===== config.mk =====
export PLATFORM = sky130hd
export DESIGN_NAME = dr_cmp_seq
export DESIGN_NICKNAME = d
export VERILOG_FILES = /design/src/rtl/dr_cmp_seq.sv
export SDC_FILE = /design/constraint.sdc
export NUM_CORES = 1
export LEC_CHECK = 0
export BUFFER_PORTS_ARGS = -buffer_cell sky130_fd_sc_hd__buf_2
export CAP_MARGIN = 20
export CORE_ASPECT_RATIO = 0.9
export CORE_MARGIN = 2
export CORE_UTILIZATION = 25
export CTS_CLUSTER_DIAMETER = 80
export CTS_CLUSTER_SIZE = 8
export DETAILED_ROUTE_END_ITERATION = 6
export GPL_ROUTABILITY_DRIVEN = 0
export HOLD_SLACK_MARGIN = 0.1
export SLEW_MARGIN = 20
export SYNTH_ARGS = -nofsm -noshare
export SYNTH_HDL_FRONTEND = slang
export SYNTH_SLANG_ARGS = --single-unit
export TNS_END_PERCENT = 50

===== constraint.sdc =====
create_clock -name clk -period 1.7 [get_ports clk]
set_input_delay 0.085 -clock clk [delete_from_list [all_inputs] [get_ports clk]]
set_output_delay 0.085 -clock clk [all_outputs]
set_load 0.1 [all_outputs]

===== src/rtl/dr_cmp_seq.sv =====
`default_nettype none
// ============================================================================
// Module   : dr_cmp_seq
// Brief    : Clocked sequencer for a dual-rail magnitude comparator using
//            alternating-spacer return-to-spacer handshaking.
// Option   : DR_TIMEOUT_EN enables the per-phase watchdog and sticky err_o.
// Revision : 1.0  initial release
// ============================================================================
module dr_cmp_seq #(
  parameter int W      = 8,
  parameter int TO_CYC = 255
) (
  input  logic         clk,
  input  logic         rst_n,
  input  logic         op_valid_i,
  output logic         op_ready_o,
  input  logic [W-1:0] op_a_i,
  input  logic [W-1:0] op_b_i,
  output logic [W-1:0] dp_a_t_o,
  output logic [W-1:0] dp_a_f_o,
  output logic [W-1:0] dp_b_t_o,
  output logic [W-1:0] dp_b_f_o,
  input  logic [1:0]   dp_r_t_i,
  input  logic [1:0]   dp_r_f_i,
  output logic         res_valid_o,
  input  logic         res_ready_i,
  output logic         res_gt_o,
  output logic         res_eq_o,
  output logic         busy_o,
  output logic         err_o
);

  if (TO_CYC < 1) begin : g_to_check
    $error("dr_cmp_seq: TO_CYC must be at least 1");
  end

  typedef enum logic [1:0] {
    ST_SETTLE = 2'd0,
    ST_IDLE   = 2'd1,
    ST_EVAL   = 2'd2,
    ST_RTZ    = 2'd3
  } state_t;

  state_t       state_q, state_d;
  logic         sp_q, sp_d;
  logic [3:0]   sync1_q, sync2_q;  // {t[1:0], f[1:0]}
  logic         cond_q;
  logic [W-1:0] at_q, at_d, af_q, af_d, bt_q, bt_d, bf_q, bf_d;
  logic         res_valid_q, res_valid_d, res_gt_q, res_gt_d, res_eq_q, res_eq_d;

  logic w_spc, w_cw, w_cond, w_hold, w_accept, w_timeout;

  assign w_spc  = (sync2_q == {4{sp_q}});
  assign w_cw   = ((sync2_q[3:2] ^ sync2_q[1:0]) == 2'b11);
  assign w_cond = (state_q == ST_EVAL) ? w_cw : w_spc;
  // A condition must be seen on two consecutive cycles within the same state
  assign w_hold = w_cond & cond_q;

  assign op_ready_o = (state_q == ST_IDLE) && (!res_valid_q || res_ready_i);
  assign w_accept   = op_valid_i && op_ready_o;

`ifdef DR_TIMEOUT_EN
  localparam int c_cnt_w = ($clog2(TO_CYC + 1) > 8) ? $clog2(TO_CYC + 1) : 8;
  localparam logic [c_cnt_w-1:0] c_cnt_last = c_cnt_w'(TO_CYC - 1);
  localparam logic [c_cnt_w-1:0] c_cnt_one  = c_cnt_w'(1);

  logic [c_cnt_w-1:0] cnt_q;
  logic               err_q;

  assign w_timeout = (state_q != ST_IDLE) && (cnt_q == c_cnt_last);

  always_ff @(posedge clk or negedge rst_n) begin
    if (!rst_n) begin
      cnt_q <= '0;
      err_q <= 1'b0;
    end else begin
      if (w_timeout || (state_d != state_q)) begin
        cnt_q <= '0;
      end else if (state_q != ST_IDLE) begin
        cnt_q <= cnt_q + c_cnt_one;
      end
      if (w_timeout) begin
        err_q <= 1'b1;
      end
    end
  end

  assign err_o = err_q;
`else
  assign w_timeout = 1'b0;
  assign err_o     = 1'b0;
`endif

  always_comb begin
    state_d     = state_q;
    sp_d        = sp_q;
    at_d        = at_q;
    af_d        = af_q;
    bt_d        = bt_q;
    bf_d        = bf_q;
    res_valid_d = res_valid_q;
    res_gt_d    = res_gt_q;
    res_eq_d    = res_eq_q;

    if (res_valid_q && res_ready_i) begin
      res_valid_d = 1'b0;
    end

    case (state_q)
      ST_SETTLE: if (w_hold) state_d = ST_IDLE;
      ST_IDLE: begin
        if (w_accept) begin
          at_d    = op_a_i;
          af_d    = ~op_a_i;
          bt_d    = op_b_i;
          bf_d    = ~op_b_i;
          state_d = ST_EVAL;
        end
      end
      ST_EVAL: begin
        // Capture overrides a same-cycle consume of the previous result
        if (w_hold && !w_timeout) begin
          res_valid_d = 1'b1;
          res_gt_d    = sync2_q[3];
          res_eq_d    = sync2_q[2];
          sp_d        = ~sp_q;
          at_d        = {W{~sp_q}};
          af_d        = {W{~sp_q}};
          bt_d        = {W{~sp_q}};
          bf_d        = {W{~sp_q}};
          state_d     = ST_RTZ;
        end
      end
      ST_RTZ: if (w_hold) state_d = ST_IDLE;
      default: state_d = ST_SETTLE;
    endcase

    if (w_timeout) begin
      state_d = ST_SETTLE;
      sp_d    = 1'b0;
      at_d    = '0;
      af_d    = '0;
      bt_d    = '0;
      bf_d    = '0;
    end
  end

  // Synchronisers reset to all-ones so stale contents never mimic the 0-spacer
  always_ff @(posedge clk or negedge rst_n) begin
    if (!rst_n) begin
      state_q     <= ST_SETTLE;
      sp_q        <= 1'b0;
      sync1_q     <= 4'hF;
      sync2_q     <= 4'hF;
      cond_q      <= 1'b0;
      at_q        <= '0;
      af_q        <= '0;
      bt_q        <= '0;
      bf_q        <= '0;
      res_valid_q <= 1'b0;
      res_gt_q    <= 1'b0;
      res_eq_q    <= 1'b0;
    end else begin
      state_q     <= state_d;
      sp_q        <= sp_d;
      sync1_q     <= {dp_r_t_i, dp_r_f_i};
      sync2_q     <= sync1_q;
      cond_q      <= (state_d == state_q) ? w_cond : 1'b0;
      at_q        <= at_d;
      af_q        <= af_d;
      bt_q        <= bt_d;
      bf_q        <= bf_d;
      res_valid_q <= res_valid_d;
      res_gt_q    <= res_gt_d;
      res_eq_q    <= res_eq_d;
    end
  end

  assign dp_a_t_o    = at_q;
  assign dp_a_f_o    = af_q;
  assign dp_b_t_o    = bt_q;
  assign dp_b_f_o    = bf_q;
  assign res_valid_o = res_valid_q;
  assign res_gt_o    = res_gt_q;
  assign res_eq_o    = res_eq_q;
  assign busy_o      = (state_q != ST_IDLE);

endmodule
`default_nettype wire

# Word-level counts from Yosys, hierarchy flattened
# Index checks and enable logic that the tools add are counted.
word_totals:
  ff_bits: 47
  latch_bits: 0
  mem_bits_rw: 0
  rom_bits: 0
  word_cells: 54
  mem_count: 0
classes:
  addsub: 0
  n_mul: 0
  n_div: 0
  order_cmp: 0
  n_eq_ne: 9
  shift: 0
  n_mux: 18
  bitwise_logic: 5
  reduce_logical: 10
op_table:
  columns: ["op", "n"]
  rows:
  - ["case mux 8 bit (2 select lines)", 4]
  - ["2-to-1 mux 8 bit", 5]
  - ["inverter 8 bit", 2]
  - ["equality test 2 bit (second input constant)", 3]
  - ["2-to-1 mux 2 bit", 3]
  - ["case mux 2 bit (3 select lines)", 1]
  - ["2-to-1 mux 1 bit", 5]
  - ["equality test 4 bit", 1]
  - ["!= test 2 bit (second input constant)", 2]
  - ["logical AND 1 bit", 3]
  - ["AND reduction 3 bit", 1]
  - ["equality test 2 x 1 -> 1 bit (second input constant)", 1]
  - ["equality test 2 bit", 1]
  - ["zero test 2 bit", 1]
  - ["!= test 2 x 1 -> 1 bit (second input constant)", 1]
  - ["AND reduction 2 bit", 1]
  - ["nonzero test 2 bit", 1]
  - ["OR reduction 2 bit", 1]
  - ["XOR 2 bit", 1]
  - ["bitwise AND 1 bit", 1]
  - ["zero test 1 bit", 1]
  - ["logical OR 1 bit", 1]
  - ["inverter 1 bit", 1]

# Depth between registers and ports, before layout
# Gate-level depths: netlist of run 1.
depth:
  ltp_word: 8
  depth_mapped: 8
  depth_no_buf: 6

# Least setup slack after synthesis of run 1
# No wires, ideal clock.
synth_timing:
  path_kind: "flip-flop to flip-flop"
  startpoint: "reg res_valid_q (netlist: res_valid_o)"
  endpoint: "reg at_q[0] (netlist: dp_a_t_o[0])"
  setup_ns: 0.131
  arrival_time_ns: 1.942
  required_ns: 1.569
  setup_slack_ns: -0.373
  stages_incl_launch_ff: 7
  synth_period_minus_slack_ns: 2.073
  cell_sequence: "dfrtp_1 > nand2b_1 > a31oi_1 > or2_1 > buf_6 > clkbuf_2 > o21ai_0"
synth_via:
  elab_chain_cells: 6
synth_rtl:
  columns: ["element", "line_no", "text"]
  rows:
  - ["start: declaration", "49", "logic res_valid_q, res_valid_d, res_gt_q, res_gt_d, res_eq_q, res_eq_d;"]
  - ["start signal: assignment", "173", "res_valid_q <= res_valid_d;"]
  - ["zero test 1 bit", "59", "assign op_ready_o = (state_q == ST_IDLE) && (!res_valid_q || res_ready_i);"]
  - ["logical OR 1 bit", "59", null]
  - ["logical AND 1 bit", "59", null]
  - ["logical AND 1 bit", "60", "assign w_accept = op_valid_i && op_ready_o;"]
  - ["!= test 2 bit (no source line)", null, null]
  - ["AND reduction 3 bit (no source line)", null, null]
  - ["end signal: assignment", "169", "at_q <= at_d;"]
  - ["end: declaration", "48", "logic [W-1:0] at_q, at_d, af_q, af_d, bt_q, bt_d, bf_q, bf_d;"]
# Every way passes these cells.
# A chain may end at the register's enable or synchronous reset.

# Final worst setup path of run 1
layout_timing:
  startpoint: "reg sync2_q[0]"
  endpoint: "reg bf_q[5] (netlist: dp_b_f_o[5])"
layout_via:
  elab_chain_cells: 6
layout_rtl:
  columns: ["element", "line_no", "text"]
  rows:
  - ["start: declaration", "46", "logic [3:0] sync1_q, sync2_q;"]
  - ["start signal: assignment", "167", "sync2_q <= sync1_q;"]
  - ["XOR 2 bit", "54", "assign w_cw = ((sync2_q[3:2] ^ sync2_q[1:0]) == 2'b11);"]
  - ["equality test 2 bit", "54", null]
  - ["2-to-1 mux 1 bit *", "55", "assign w_cond = (state_q == ST_EVAL) ? w_cw : w_spc;"]
  - ["bitwise AND 1 bit *", "57", "assign w_hold = w_cond & cond_q;"]
  - ["!= test 2 bit (no source line) *", null, null]
  - ["AND reduction 3 bit (no source line) *", null, null]
  - ["end signal: assignment", "159", "bf_q <= '0;"]
  - ["end signal: assignment", "172", "bf_q <= bf_d;"]
  - ["end: declaration", "48", null]
# Every way passes the cells marked *; elsewhere a longest branch is shown, timed or not.

==> summary.txt, run 1 <==
Run status
  • Status: finished, final reports clean

Logic synthesis
  • Syn_area_per_cell: about 11 µm²
  • Most common library cells after synthesis: 46 x o21ai_0, 39 x dfrtp_1, 25 x nor2_1
  • Yosys top cell area share: 43.3%
  • Area leader, netlist: dfrtp_1
  • Cells after Synth: between 200 and 250
  • Synth Cell Area: 2250 µm²
  • Sequential element share of the synthesized area: 52.7%
  • Count leader, synth: o21ai_0
  • Synth top area cells: dfrtp_1 43%, o21ai_0 10%, dfstp_2 9.3%, o31ai_2 6.1%, nor2_1 4.2%
  • Post-Syn Nets: 236
  • Post-synth EDFFs: 0
  • YS warnings: 0
  • Ys flop type: dfrtp_1
  • Synth cell types: 41
  • Asr flop ratio synth: 100%
  • Synthesis-stage register bit count: 47

STA
  • Final period utilization: 99.4%
  • Slew Viols, Final: 0
  • Sum Neg Setup Slack: 0 ps
  • Fmax: 592 MHz
  • Final setup viols: 0
  • Final Hold Vio Count: 0
  • RSZ-0062 raised after global routing: yes
  • Worst slew pin tran: 609 ps
  • Worst slew margin: 59.4%
  • Skew final: 11.7 ps
  • Tmin final: around 1700 ps

Route
  • Per-cell routed wire length: between 10 and 15 µm
  • Total wire length: 5950 µm
  • Vias per cell: 4.43
  • First-pass iteration count of the detailed router: 6
  • 1st-iter DRT viols: 64
  • Final ANT Viol Nets: 0
  • Vias: 1816
  • DR DRC count: 0

Critical path
  • CP max-delay cell: dfstp_2
  • R2r setup slk: about 9.6 ps
  • Family with the most delay on the worst path: flip-flops
  • Setup crit start kind: flip-flop
  • Worst Path Buf+Inv: 1
  • Critical path type: reg -> reg
  • R2r startpoint: sync2_q[0]
  • Crit path largest cell delay: 590 ps
  • CP cell instances: xor2_2 -> a31oi_4 -> or2_4 -> buf_12 -> o31ai_2
  • Worst Path Required: 1910 ps
  • RR Endpoint: dp_b_f_o[5]
  • Crit path DAT: 1900 ps
  • Peak fanout along the critical path: 20
  • Worst r2r path cells: 5
  • Crit end category: flip-flop

Floorplanning
  • Row cnt: 32
  • Starting density of the core: 26.0%
  • CORE AREA: 8650 µm²
  • Die H: 94.0 µm
  • Die area: 9780 µm²
  • IO Count: 62
  • Die width: 104 µm

Hold path
  • Worst Hold Depth: 3
  • Hold endpoint: dp_b_f_o[2]
  • Hold Startpoint: op_b_i[2]
  • Worst hold path class: in -> reg

Finish
  • # diodes: 0
  • Share of cells above drive strength 1: 47.8%
  • Layout area overhead: 37.8%
  • Final non-filler cell total: 410
  • Fin nets: 318

Global routing
  • Global Route Usage Sum: 12.0%
  • Vias in the first global route: 1817
  • Initial antenna violation count: 0
  • Largest net degree at the start of global routing: 48
  • First-pass GRT wire length: 9190 µm
  • Grt ovf: 0

CTS
  • CTS buffer count: 5
  • CTS clock-pin slew for the worst setup and hold paths: 90 ps
  • Root Buffer: clkbuf_8
  • Worst skew pair latency: 300 ps
  • CTS tree: done
  • Sink Count: 47
  • CTS max path bufs: 2
  • # H-tree levels: 2

Placed design
  • Buffers on Ports: 60
  • Placed Cells: 390
  • DP HPWL: 4140 µm

Flow run
  • Max Cap Viol: 0
[timing repair]
item | 4_1_cts | 5_1_grt
pin swaps | 0 | 3
hold endpoints to repair | 47 | 0
buffers inserted | 1 | 1
hold buffers | 9 | 0
resized for setup | 5 | 15
setup endpoints to repair | 14 | 35
gates cloned | 0 | 1
[registers in the layout, indices dropped and copies added, names as in the netlist, 2 cells and up]
name / cells
dp_a_f_o: 8
dp_a_t_o: 8
dp_b_f_o: 8
dp_b_t_o: 8
state_q: 2
sync1_q: 4
sync2_q: 4
[cell type report]
| class | count | area (µm²) |
|---|---|---|
| Tap cell | 119 | 149 |
| Timing Repair Buffer | 91 | 621 |
| Multi-Input combinational cell | 141 | 1020 |
| Inverter | 4 | 15.0 |
| Fill cell | 900 | 5550 |
| Clock buffer | 6 | 72.6 |
| Sequential cell | 47 | 1190 |
| Clock inverter | 2 | 37.5 |
[cells in the final DEF, fill, tap and decap left out, types with 2 or more instances in the layout]
| master | instances |
|---|---|
| nand2_1 | 5 |
| o31ai_2 | 12 |
| buf_12 | 4 |
| mux2_2 | 2 |
| ha_1 | 2 |
| xor2_2 | 2 |
| inv_1 | 3 |
| o21ai_1 | 7 |
| o21ai_0 | 41 |
| buf_2 | 60 |
| nor2b_1 | 8 |
| and2b_2 | 8 |
| a21oi_1 | 2 |
| clkbuf_8 | 5 |
| dlygate4sd3_1 | 9 |
| buf_4 | 15 |
| o31ai_4 | 3 |
| nor2_1 | 24 |
| buf_6 | 2 |
| dfrtp_1 | 38 |
| dfstp_2 | 8 |
[stage by stage]
stage / hold slack, ps / worst slack [ps] / util (%) / cell area, µm²
floorplan: -211 / -9.57 / - / 2280
global placement: 196 / 30.4 / 32.4 / 2800
detailed placement: 191 / -36.8 / 32.4 / 2800
CTS: 100 / 10.2 / 35.1 / 3030
global route: 102 / -55.6 / 35.9 / 3100
finish: 102 / 9.59 / 35.9 / 3100
[per-layer routing]
metal / vias up / GRT usage [%] / share of wire (%)
met5: - / 0 / 0
met4: 0 / 5.07 / 1.7
met3: 6 / 2.91 / 4.8
met2: 56 / 18.4 / 47
met1: 872 / 16.2 / 47
li1: 882 / - / -
[cell families after synthesis]
group | synth area share, %
flip-flops | 52.7
buffers and inverters | 5.78
other | 0.167
adder cells (fa/ha/maj) | 2.22
AND/OR/NAND/NOR | 13.8
XOR/XNOR | 1.17
multiplexers | 1.00
AO/OA/AOI/OAI | 23.2
[how the worst max path moves through the flow]
stage | start | end | slack, ps | cells past startpoint
2_1_floorplan | state_q[0] | res_eq_o | -10 | 6
3_3_place_gp | state_q[0] | dp_b_f_o[0] | 30 | 8
3_5_place_dp | state_q[0] | dp_b_f_o[0] | -40 | 8
4_1_cts | state_q[0] | dp_b_f_o[3] | 10 | 8
5_1_grt | sync2_q[0] | dp_a_f_o[0] | -60 | 5
6_report | sync2_q[0] | dp_b_f_o[5] | 10 | 5
[worst reg2reg max path: cells and delay by family, from the launching register on]
| family | cells | cell delay (ps) |
|---|---|---|
| flops | 1 | 590 |
| xor+xnor | 1 | 210 |
| simple gates | 1 | 260 |
| compound gates | 2 | 360 |
| buf+inv | 1 | 170 |
Power of run 1 is not shown: default switching activity piles up to over one toggle a cycle in this logic, so the estimate is an artifact.
==> run 2: changes to the inputs <==
- CORE_MARGIN: 2 -> not set
- GPL_TIMING_DRIVEN: not set -> 0
==> run 2 against run 1 <==
- the run now ends with negative setup slack left
- design area rose by 8.0%
- die area fell by 4.0%
- flip-flop and latch count did not move
- maximum frequency fell by 3.5%
- largest cell class is now multi-input gates
- register-to-register slack got worse by 60 ps
- core utilization rose by 2.9 points
- hold slack improved by 21 ps
==> summary.txt, run 2 (synthesis results as in run 1) <==
Run status
  • Status: finished with violations (was finished, final reports clean)
  • Failing checks: negative setup slack

STA
  • Worst slew margin: 60.2% (was 59.4%)
  • Worst slew pin tran: 597 ps (was 609 ps)
  • Fmax: 571 MHz (was 592 MHz)
  • Final period utilization: 103% (was 99.4%)
  • Final setup viols: 18 (was 0)
  • Worst setup margin: -52.1 ps (was 9.59 ps)
  • Final Hold Vio Count: 0 (unchanged)
  • Skew final: 7.41 ps (was 11.7 ps)
  • RSZ-0062 raised after global routing: yes (unchanged)
  • Slew Viols, Final: 0 (unchanged)
  • Tmin final: 1750 ps (was 1690 ps)

Floorplanning
  • Die width: 102 µm (was 104 µm)
  • Die area: 9390 µm² (was 9780 µm²)
  • Starting density of the core: 26.0% (unchanged)
  • CORE AREA: 8650 µm² (unchanged)
  • Die H: 92.0 µm (was 94.0 µm)
  • IO Count: 62 (unchanged)
  • Row cnt: 32 (unchanged)

Global routing
  • Largest net degree at the start of global routing: 48 (unchanged)
  • Global Route Usage Sum: 13.2% (was 12.0%)
  • Vias in the first global route: 1859 (was 1817)
  • Grt ovf: 0 (unchanged)
  • First-pass GRT wire length: 9370 µm (was 9190 µm)
  • Initial antenna violation count: 0 (unchanged)

Placed design
  • Placed Cells: 387 (was 390)
  • Buffers on Ports: 60 (unchanged)
  • DP HPWL: 4110 µm (was 4140 µm)
  • Setup WS pre-CTS: -417 ps (was -36.8 ps)

Critical path
  • Critical path type: reg -> reg (unchanged)
  • CP cell instances: inv_2 -> ha_4 -> inv_1 -> a31oi_4 -> buf_1 -> o21ai_0 -> o31ai_2 (was xor2_2 -> a31oi_4 -> or2_4 -> buf_12 -> o31ai_2)
  • Peak fanout along the critical path: 10 (was 20)
  • Worst Path Buf+Inv: 3 (was 1)
  • Worst Path Required: 1920 ps (was 1910 ps)
  • Crit end category: flip-flop (unchanged)
  • Crit path DAT: 1970 ps (was 1900 ps)
  • Crit path largest cell delay: 430 ps (was 590 ps)
  • CP max-delay cell: dfrtp_2 (was dfstp_2)
  • R2r setup slk: -50 ps (was 10 ps)
  • Setup crit start kind: flip-flop (unchanged)
  • Family with the most delay on the worst path: buffers and inverters (was flip-flops)

Finish
  • Share of cells above drive strength 1: 55.3% (was 47.8%)
  • Final non-filler cell total: 414 (was 410)
  • Most frequent cells in the layout: 58 x buf_2, 36 x dfrtp_1, 24 x nor2_1, 19 x o21ai_2, 16 x o21ai_0 (was 60 x buf_2, 41 x o21ai_0, 38 x dfrtp_1, 24 x nor2_1, 15 x buf_4)
  • # fillers: 873 (was 900)
  • Layout area overhead: 48.8% (was 37.8%)
  • # diodes: 0 (unchanged)
  • Fin nets: 322 (was 318)
  • Commonest non-fill, non-tap cell in the layout: buf_2 (unchanged)

CTS
  • CTS tree: done (unchanged)
  • # H-tree levels: 2 (unchanged)
  • Sink Count: 47 (unchanged)
  • CTS buffer count: 5 (unchanged)
  • CTS max path bufs: 2 (unchanged)
  • Worst skew pair latency: 300 ps (about the same)
  • CTS clock-pin slew for the worst setup and hold paths: 90 ps (about the same)
  • Root Buffer: clkbuf_8 (unchanged)

Route
  • Vias: 1831 (was 1816)
  • Vias per cell: 4.42 (was 4.43)
  • Per-cell routed wire length: 14.4 µm (was 14.5 µm)
  • Total wire length: 5960 µm (was 5950 µm)
  • 1st-iter DRT viols: 58 (was 64)
  • First-pass iteration count of the detailed router: 4 (was 6)
  • DR DRC count: 0 (unchanged)
  • Final ANT Viol Nets: 0 (unchanged)

Flow run
  • Max Cap Viol: 0 (unchanged)

Hold path
  • Worst hold path class: in -> reg (unchanged)
## run 2: changes by cell type in the layout (fill, tap and decap cells not counted), moves of 3 or more
cell / change
o21ai_0: -25
o21ai_2: +19
o31ai_4: +10
o31ai_2: -9
o21ai_1: +6
clkbuf_2: +4
buf_12: -3
buf_4: -3
## run 2: layer usage
metal	up-vias	GRT usage [%]	share of wire (%)
met5	-	0	0
met4	0	3.57	0.99
met3	5	3.89	5.7
met2	44	20.4	46
met1	888	17.8	47
li1	894	-	-
## run 2: path summary, 6_finish.rpt
check	cells after the start	endpoint	start
setup / recovery	7	dp_b_f_o[0]	state_q[0]
hold / removal	3	dp_a_f_o[4]	op_a_i[4]
setup reg to reg	7	dp_b_f_o[0]	state_q[0]
hold reg to reg	0	sync2_q[0]	sync1_q[0]
max in group asynchronous	2	res_valid_o	rst_n
min in group asynchronous	2	dp_a_f_o[1]	rst_n
## run 2: through the flow
stage	hold WS (ps)	util (%)	area, µm²	TNS [ps]
detailed placement	195	31.5	2730	-11750
global placement	193	31.5	2730	-10480
finish	123	38.8	3350	-449
CTS	109	37.1	3200	-685
floorplan	-211	-	2280	-61.3
global route	126	38.8	3350	-3350
## run 2: area by class of cell
class / instances / area [µm²] / share of cell area (%)
buffer: 15 / 136 / 4.07
clock buffer: 6 / 72.6 / 2.16
clock inverter: 2 / 60.1 / 1.79
inverter: 4 / 15.0 / 0.448
multi-input combinational: 141 / 1200 / 35.7
sequential: 47 / 1190 / 35.6
tap: 119 / 149 / 4.44
timing repair buffer: 80 / 529 / 15.8
## run 2: worst reg2reg max path, stage by stage (launching register included)
cell and delay, ps:
dfrtp_2 430, inv_2 90, ha_4 160, inv_1 90, a31oi_4 240, buf_1 380, o21ai_0 190, o31ai_2 90
## run 2: timing repair
| item | in CTS | in global routing |
|---|---|---|
| buffers inserted | 9 | 1 |
| cloned | 2 | 0 |
| endpoints found under the hold margin | 46 | 0 |
| gates resized for setup | 55 | 41 |
| hold buffers | 8 | 0 |
| pin swaps | 16 | 17 |
| setup endpoints to repair | 40 | 36 |
Power of run 2 is left out for the same reason.
